===== src/rtl/c64_debug_pkg.sv =====
// Shared definitions for the C64 debug DMA path: FSM encoding, default timing
// constants and the debug command opcodes used by the host-side decoder.
package c64_debug_pkg;

   typedef enum logic [2:0] {
      ST_IDLE,
      ST_HALT,
      ST_SLOT,
      ST_ACCESS,
      ST_DONE,
      ST_DROP
   } dma_state_t;

   localparam int DEFAULT_HALT_CYCLES = 3;
   localparam int DEFAULT_TIMEOUT     = 1000000;

   typedef enum logic [7:0] {
      CMD_READ  = 8'd1,
      CMD_WRITE = 8'd2,
      CMD_PS2   = 8'd3,
      CMD_RESET = 8'd4
   } debug_cmd_t;

endpackage


===== src/rtl/c64_debug_dma.sv =====
// Debug DMA: halts the 6510, waits out its unstoppable write cycles, then
// performs one bus access in a VIC-free phi2-high phase and acks the initiator.
module c64_debug_dma
   import c64_debug_pkg::*;
#(
   parameter int HALT_CYCLES = DEFAULT_HALT_CYCLES,
   parameter int TIMEOUT     = DEFAULT_TIMEOUT
) (
   input  logic        clk,
   input  logic        reset,
   input  logic        debug_request,
   input  logic [15:0] debug_addr,
   input  logic        debug_we,
   input  logic [7:0]  debug_data_o,
   output logic [7:0]  debug_data_i,
   output logic        debug_ack,
   input  logic        phi2_rise,
   input  logic        phi2_fall,
   input  logic        ba,
   output logic        cpu_halt,
   output logic        bus_oe,
   output logic [15:0] bus_addr,
   output logic        bus_we,
   output logic [7:0]  bus_do,
   input  logic [7:0]  bus_di
);

   localparam int HW = (HALT_CYCLES > 1) ? $clog2(HALT_CYCLES) : 1;
   localparam int TW = $clog2(TIMEOUT + 1);

   dma_state_t       state, state_n;
   logic [HW-1:0]    halt_cnt, halt_cnt_n;
   logic [TW-1:0]    to_cnt, to_cnt_n;
   logic [15:0]      addr_q, addr_n;
   logic             we_q, we_n;
   logic [7:0]       data_q, data_n;
   logic [7:0]       data_i_n;
   logic             ack_n, halt_n, oe_n, bus_we_n;
   logic [15:0]      bus_addr_n;
   logic [7:0]       bus_do_n;
   logic             timed_out;

   assign timed_out = (to_cnt == TW'(TIMEOUT));

   // NOTE: every signal gets its hold value first, so no path through the case leaves one unassigned and infers a latch.
   always_comb begin
      state_n    = state;
      halt_cnt_n = halt_cnt;
      to_cnt_n   = to_cnt;
      addr_n     = addr_q;
      we_n       = we_q;
      data_n     = data_q;
      data_i_n   = debug_data_i;
      ack_n      = 1'b0;
      halt_n     = cpu_halt;
      oe_n       = bus_oe;
      bus_we_n   = bus_we;
      bus_addr_n = bus_addr;
      bus_do_n   = bus_do;

      if (state != ST_IDLE && state != ST_DROP && !timed_out)
         to_cnt_n = to_cnt + 1'b1;

      case (state)
         ST_IDLE: begin
            if (debug_request) begin
               addr_n     = debug_addr;
               we_n       = debug_we;
               data_n     = debug_data_o;
               halt_n     = 1'b1;
               halt_cnt_n = '0;
               to_cnt_n   = '0;
               state_n    = ST_HALT;
            end
         end
         ST_HALT: begin
            if (timed_out) begin
               state_n = ST_DONE;
            end else if (phi2_fall) begin
               if (halt_cnt == HW'(HALT_CYCLES - 1)) state_n = ST_SLOT;
               else                                  halt_cnt_n = halt_cnt + 1'b1;
            end
         end
         ST_SLOT: begin
            // A rise coinciding with a fall is a broken strobe pair; never start on it.
            if (timed_out) begin
               state_n = ST_DONE;
            end else if (phi2_rise && !phi2_fall && ba) begin
               oe_n       = 1'b1;
               bus_addr_n = addr_q;
               bus_we_n   = we_q;
               bus_do_n   = data_q;
               state_n    = ST_ACCESS;
            end
         end
         ST_ACCESS: begin
            if (timed_out) begin
               state_n = ST_DONE;
            end else if (phi2_fall) begin
               if (!bus_we) data_i_n = bus_di;
               oe_n     = 1'b0;
               bus_we_n = 1'b0;
               ack_n    = 1'b1;
               halt_n   = 1'b0;
               state_n  = ST_DONE;
            end
         end
         ST_DONE: state_n = ST_DROP;
         ST_DROP: if (!debug_request) state_n = ST_IDLE;
         default: state_n = ST_IDLE;
      endcase

      // Abort path: the initiator still gets its ack, with an all-ones read result.
      if (timed_out && (state == ST_HALT || state == ST_SLOT || state == ST_ACCESS)) begin
         data_i_n = 8'hFF;
         oe_n     = 1'b0;
         bus_we_n = 1'b0;
         ack_n    = 1'b1;
         halt_n   = 1'b0;
      end
   end

   // NOTE: sequential state uses non-blocking assignments so all registers update from the same pre-edge values.
   always_ff @(posedge clk or posedge reset) begin
      if (reset) begin
         state        <= ST_IDLE;
         halt_cnt     <= '0;
         to_cnt       <= '0;
         addr_q       <= '0;
         we_q         <= 1'b0;
         data_q       <= '0;
         debug_data_i <= '0;
         debug_ack    <= 1'b0;
         cpu_halt     <= 1'b0;
         bus_oe       <= 1'b0;
         bus_we       <= 1'b0;
         bus_addr     <= '0;
         bus_do       <= '0;
      end else begin
         state        <= state_n;
         halt_cnt     <= halt_cnt_n;
         to_cnt       <= to_cnt_n;
         addr_q       <= addr_n;
         we_q         <= we_n;
         data_q       <= data_n;
         debug_data_i <= data_i_n;
         debug_ack    <= ack_n;
         cpu_halt     <= halt_n;
         bus_oe       <= oe_n;
         bus_we       <= bus_we_n;
         bus_addr     <= bus_addr_n;
         bus_do       <= bus_do_n;
      end
   end

endmodule


===== config.mk =====
export PLATFORM = sky130hd
export DESIGN_NAME = c64_debug_dma
export DESIGN_NICKNAME = d
export VERILOG_FILES = /design/src/rtl/c64_debug_pkg.sv /design/src/rtl/c64_debug_dma.sv
export SDC_FILE = /design/constraint.sdc
export NUM_CORES = 1
export LEC_CHECK = 0
export CAP_MARGIN = 0
export CORE_UTILIZATION = 56
export DETAILED_ROUTE_END_ITERATION = 10
export GPL_TIMING_DRIVEN = 1
export PLACE_DENSITY = 0.84
export SLEW_MARGIN = 40
export SYNTH_ARGS = -nofsm -noshare
export SYNTH_HDL_FRONTEND = slang
export SYNTH_SLANG_ARGS = --single-unit

===== constraint.sdc =====
create_clock -name clk -period 6.9 [get_ports clk]
set_input_delay 1.035 -clock clk [delete_from_list [all_inputs] [get_ports clk]]
set_output_delay 1.035 -clock clk [all_outputs]
set_load 0.005 [all_outputs]

## Word level (Yosys, flattened, before mapping)

Index checks and enable logic that the tools add are counted.

| storage, ports and cells | value |
|---|---|
| bits in registers | 86 |
| input port bits | 39 |
| output and inout port bits | 36 |

| cells by class | value |
|---|---|
| add/subtract/negate cells | 2 |
| eq/ne operators | 24 |
| multiplexer cells | 40 |
| bitwise gates (word level) | 1 |
| reductions and logical operators | 23 |

Operators by type and width:

| cell | count |
|---|---|
| $mux W20 | 3 |
| $mux W8 | 5 |
| $mux W3 | 9 |
| $add A20 B1 Y20 const B | 1 |
| $eq A20 B20 Y1 const B | 1 |
| $ne A3 B3 Y1 const B | 6 |
| $pmux W3 S6 | 1 |
| $mux W1 | 14 |
| $ne A3 B2 Y1 const B | 4 |
| $ne A2 B2 Y1 const B | 5 |
| $reduce_and A5 Y1 | 2 |
| $reduce_bool A3 Y1 | 3 |
| $mux W2 | 4 |
| $reduce_and A4 Y1 | 2 |
| $eq A3 B2 Y1 const B | 2 |
| $eq A3 B3 Y1 const B | 2 |
| $pmux W1 S2 | 3 |
| $reduce_and A6 Y1 | 1 |
| $reduce_bool A2 Y1 | 3 |
| $logic_and A1 B1 Y1 | 5 |
| $ne A2 B1 Y1 const B | 2 |
| $pmux W2 S2 | 1 |
| $eq A3 B1 Y1 const B | 1 |
| $logic_not A3 Y1 | 1 |
| other kinds (7) | 9 |

## Depth between registers and ports, before layout

| logic depth | value |
|---|---|
| depth in word-level cells | 7 |
| mapped depth | 8 |
| depth with buffers taken out | 7 |

## Worst setup path after synthesis

No wires, ideal clock.

| path | value |
|---|---|
| kind | input -> register |
| start | input port phi2_fall |
| end | register bus_addr[10] |
| setup time | 125 ps |
| arrival | 2334 ps |
| required time | 6775 ps |
| slack | 4441 ps |
| cell stages on the path | 4 |
| cell sequence | or4_1 > nor2_2 > buf_6 > mux2_4 |

| on the way | value |
|---|---|
| word-level cells in the longest chain between the ends | 4 |

Ends and longest elaborated chain:

| item | RTL line | text |
|---|---|---|
| start: declaration | c64_debug_dma.sv:18 | `input logic phi2_fall,` |
| $logic_not A1 Y1 | c64_debug_dma.sv:88 | `end else if (phi2_rise && !phi2_fall && ba) begin` |
| $logic_and A1 B1 Y1 (2 in series) | c64_debug_dma.sv:88 |  |
| $reduce_and A3 Y1 (no source line) | -- |  |
| end signal: assignment | c64_debug_dma.sv:151 | `bus_addr <= bus_addr_n;` |
| end: declaration | c64_debug_dma.sv:22 | `output logic [15:0] bus_addr,` |

Every way passes these cells.
A chain may end at the register's enable or synchronous reset.

## Final worst setup path

| path | value |
|---|---|
| start | input port phi2_fall |
| end | register bus_do[7] |

| on the way | value |
|---|---|
| word-level cells in the longest chain between the ends | 4 |

Ends and longest elaborated chain:

| item | RTL line | text |
|---|---|---|
| $logic_not A1 Y1 | c64_debug_dma.sv:88 |  |
| $logic_and A1 B1 Y1 (2 in series) | c64_debug_dma.sv:88 |  |
| $reduce_and A3 Y1 (no source line) | -- |  |
| end signal: assignment | c64_debug_dma.sv:152 | `bus_do <= bus_do_n;` |
| end: declaration | c64_debug_dma.sv:24 | `output logic [7:0] bus_do,` |

Every way passes these cells.

==> results by group <==
Place
  • Final HPWL DP: 5200 um
  • Port Buffers: 74
  • Pre-CTS setup slack: 3640 ps
  • GP Congestion: between 0.8 and 0.9
  • Placed cell count: 451

Route
  • Avg Vias per Cell: 5.75
  • Post-route ant nets: 0
  • Routed via count: 2687
  • DR iter-0 viols: 185
  • TritonRoute pass-1 iters: 10
  • Wire per inst: approximately 17 um
  • WL final: 7840 um
  • Residual DRC: 5

Layout
  • Number of diodes: 0
  • Ratio of cells with drive above 1 in the final layout: about a fifth
  • Final instance count without filler cells: 467
  • Count of nets after finishing: 427
  • Filler cells: around 400
  • Area delta synth->final: 27.9%

Global routing
  • Total global routing overflow: 0
  • Initial antenna violation count: 0
  • First-pass GRT wire length: 13200 um
  • Vias in the first global route: 2694
  • Largest net degree at the start of global routing: 87
  • GR Util All Layers: roughly a quarter

Power
  • Leak pwr: 2.11 nW
  • Power, Total: approximately 1.8 mW
  • PwrDens: 370 nW/um2
  • Max VDD drop: about 0.00024 V

Synth
  • Syn_area_per_cell: 12.4 um2
  • Mux contribution to synthesized area: about 17%
  • Post-synth top flop: dfrtp_1
  • Commonest cells post-synth: dfrtp_1 (86), mux2_2 (31), nor2_1 (29), mux2_4 (19), a21oi_1 (16)
  • EDFF count, synth: 0
  • Number of synthesized register bits: 86
  • Sequential share of the synthesized area: 56.1%
  • Synth area leaders: dfrtp_1 (56%), mux2_2 (9.1%), mux2_4 (7.4%)
  • Simple-gate area share of the yosys netlist: 10.6%
  • Mapped Cells: 310
  • Post-synth net total: 352
  • Post-synth ARST share: 100%
  • Post-synthesis xor/xnor area fraction: 3.42%
  • Count leader, synth: dfrtp_1
  • Distinct cell type count after synthesis: 44
  • Synthesis Warnings: 0
  • Area leader, netlist: dfrtp_1
  • Area share of fa/ha/maj cells after synthesis: 0.978%
  • Main combinational cell family by area after synthesis: multiplexers
  • Share of the synthesized area in the top cell type: 56.1%
  • Compound-Gate Fraction of Synth Area: around 8.6%
  • Synthesized area: 3840 um2

Clock tree
  • Hold_buf cts: 0
  • Post-CTS setup buffer count: 0
  • Root Buffer: clkbuf_8
  • Clock Latency Late Sink: around 370 ps
  • Clock tree from TritonCTS: built
  • Inserted Clock Buffers: 9
  • CTS Buffer Depth: 2
  • Sinks on Clock Net: 86
  • Clock Pin Slew Worst Setup and Hold Paths: 90 ps
  • H-Tree Level Count: 3
  • Post_cts resized: 0

Worst setup path
  • Crit path arrival time: approximately 3200 ps
  • Crit end category: register
  • Worst-path cell chain: clkdlybuf4s50_1 -> or4_1 -> nor2_4 -> buf_8 -> buf_8 -> mux2_2
  • Worst setup SP type: input pin
  • Reg-to-Reg Start: state[1]
  • Buf/Inv on CP: 3
  • CP Class: input pin to register
  • Worst reg-to-reg path cell count: 6
  • Crit-path max cell delay: between 600 and 700 ps
  • Slowest cell on crit path: or4_1
  • Worst r2r dst: bus_do[7]
  • Largest delay share family, worst path: simple AND/OR/NAND/NOR gates
  • Max FO, Critical Path: 11
  • Req. time, crit path: 7160 ps
  • R2R setup slack: 4240 ps
  • Top cell by count, worst path: buf_8

Die
  • Initial core utilization: 59.1%
  • IO Count: 75
  • Core ar.: 6490 um2
  • Row cnt: 29
  • Die Width: 84.8 um
  • Die H: 84.8 um
  • Die footprint: ~7000 um2

Timing
  • RSZ-0062 raised after global routing: no
  • Slew @ Worst Pin: 665 ps
  • Max-slew violation count: 0
  • Final period utilization: 42.7%
  • Relative slew slack: 55.7%
  • Final setup fails: 0
  • Setup_tns: 0 ps
  • Final min period: 2950 ps
  • Fmax: 339 MHz
  • Clock skew: 13.7 ps
  • Final hold viol count: 0
  • Slack of the critical path: 3950 ps

Run status
  • Violated checks: DRC
  • Outcome: complete, but fails checks

Worst hold path
  • Hold Path Class: register to register
  • Hold path start: data_q[6]
  • Hold path endpoint: bus_do[6]
  • Hold-critical path depth: 1

Run
  • MaxCap Viol Count: 0
## placed cells by master (no fill, tap or decap), types with 3 or more instances in the layout
cell type	count
o22ai_1	9
mux2_2	31
ha_1	3
mux2_4	19
a21oi_1	16
nand4_1	4
xor2_1	8
clkbuf_8	11
nor3_1	5
nand2_1	11
xnor2_1	7
inv_1	9
or3_1	5
o21ai_0	11
nand3_1	6
clkdlybuf4s50_1	74
nor2_1	29
dfrtp_1	86
## through the flow
stage	hold WS, ps	cell area [um2]	utilization, %
floorplan	474	3840	-
global placement	464	4630	71.2
detailed placement	493	4670	71.9
CTS	515	4900	75.4
global route	529	4910	75.5
finish	511	4910	75.5
## final cells by class
class                   count  area, um2  share of cell area [%]
inverters                  10       38.8                   0.791
multi-input cells         200       1600                    32.6
well taps                  77       96.3                    1.96
flip-flops and latches     86       2150                    43.9
clock buffers              10        138                    2.81
clock inverters             6       91.3                    1.86
repair buffers             78        792                    16.1
## registers in the layout, summed over array words and instances, names as in the netlist
signal	count
addr_q	16
bus_addr	16
bus_do	8
bus_oe	1
bus_we	1
cpu_halt	1
data_q	8
debug_ack	1
debug_data_i	8
halt_cnt	2
state	3
to_cnt	20
we_q	1
## cell families (layout without fill, tap and decap cells)
logic type / count (synthesis) / count (layout)
compound gates: 50 / 50
simple gates: 79 / 79
flops: 86 / 86
buf+inv: 24 / 104
mux: 53 / 53
xor+xnor: 15 / 15
fa+ha+maj: 3 / 3
## layer usage
metal  vias to the layer above  part of all wire, %  GRT usage, %
met4                         0                  2.9          11.2
met1                      1338                   43          31.6
met5                         -                    0             0
met2                        81                   50          38.7
met3                        18                  4.7          5.11
li1                       1250                    -             -
## worst reg2reg max path: stages (launching register included)
cell     delay, ps
dfrtp_1        640
inv_1          190
or4_1          660
nor2_4         340
buf_8          220
buf_8          160
mux2_2         340
## power by group
group          switching [mW]  internal (mW)  total (mW)  leakage [nW]
combinational           0.241          0.367       0.608         0.887
sequential              0.130          0.674       0.804          1.11
clock                   0.186          0.216       0.402         0.117
total                   0.557           1.26        1.81          2.11
## how the worst max path moves through the flow
stage / startpoint / to / cells past startpoint
CTS: phi2_fall / bus_do[7] / 6
detailed placement: phi2_fall / bus_do[7] / 6
floorplan: reset / addr_q[0] / 1
global route: phi2_fall / bus_do[7] / 6
global placement: debug_request / addr_q[0] / 4
finish: phi2_fall / bus_do[7] / 6
(Power assumes the default switching activity.)
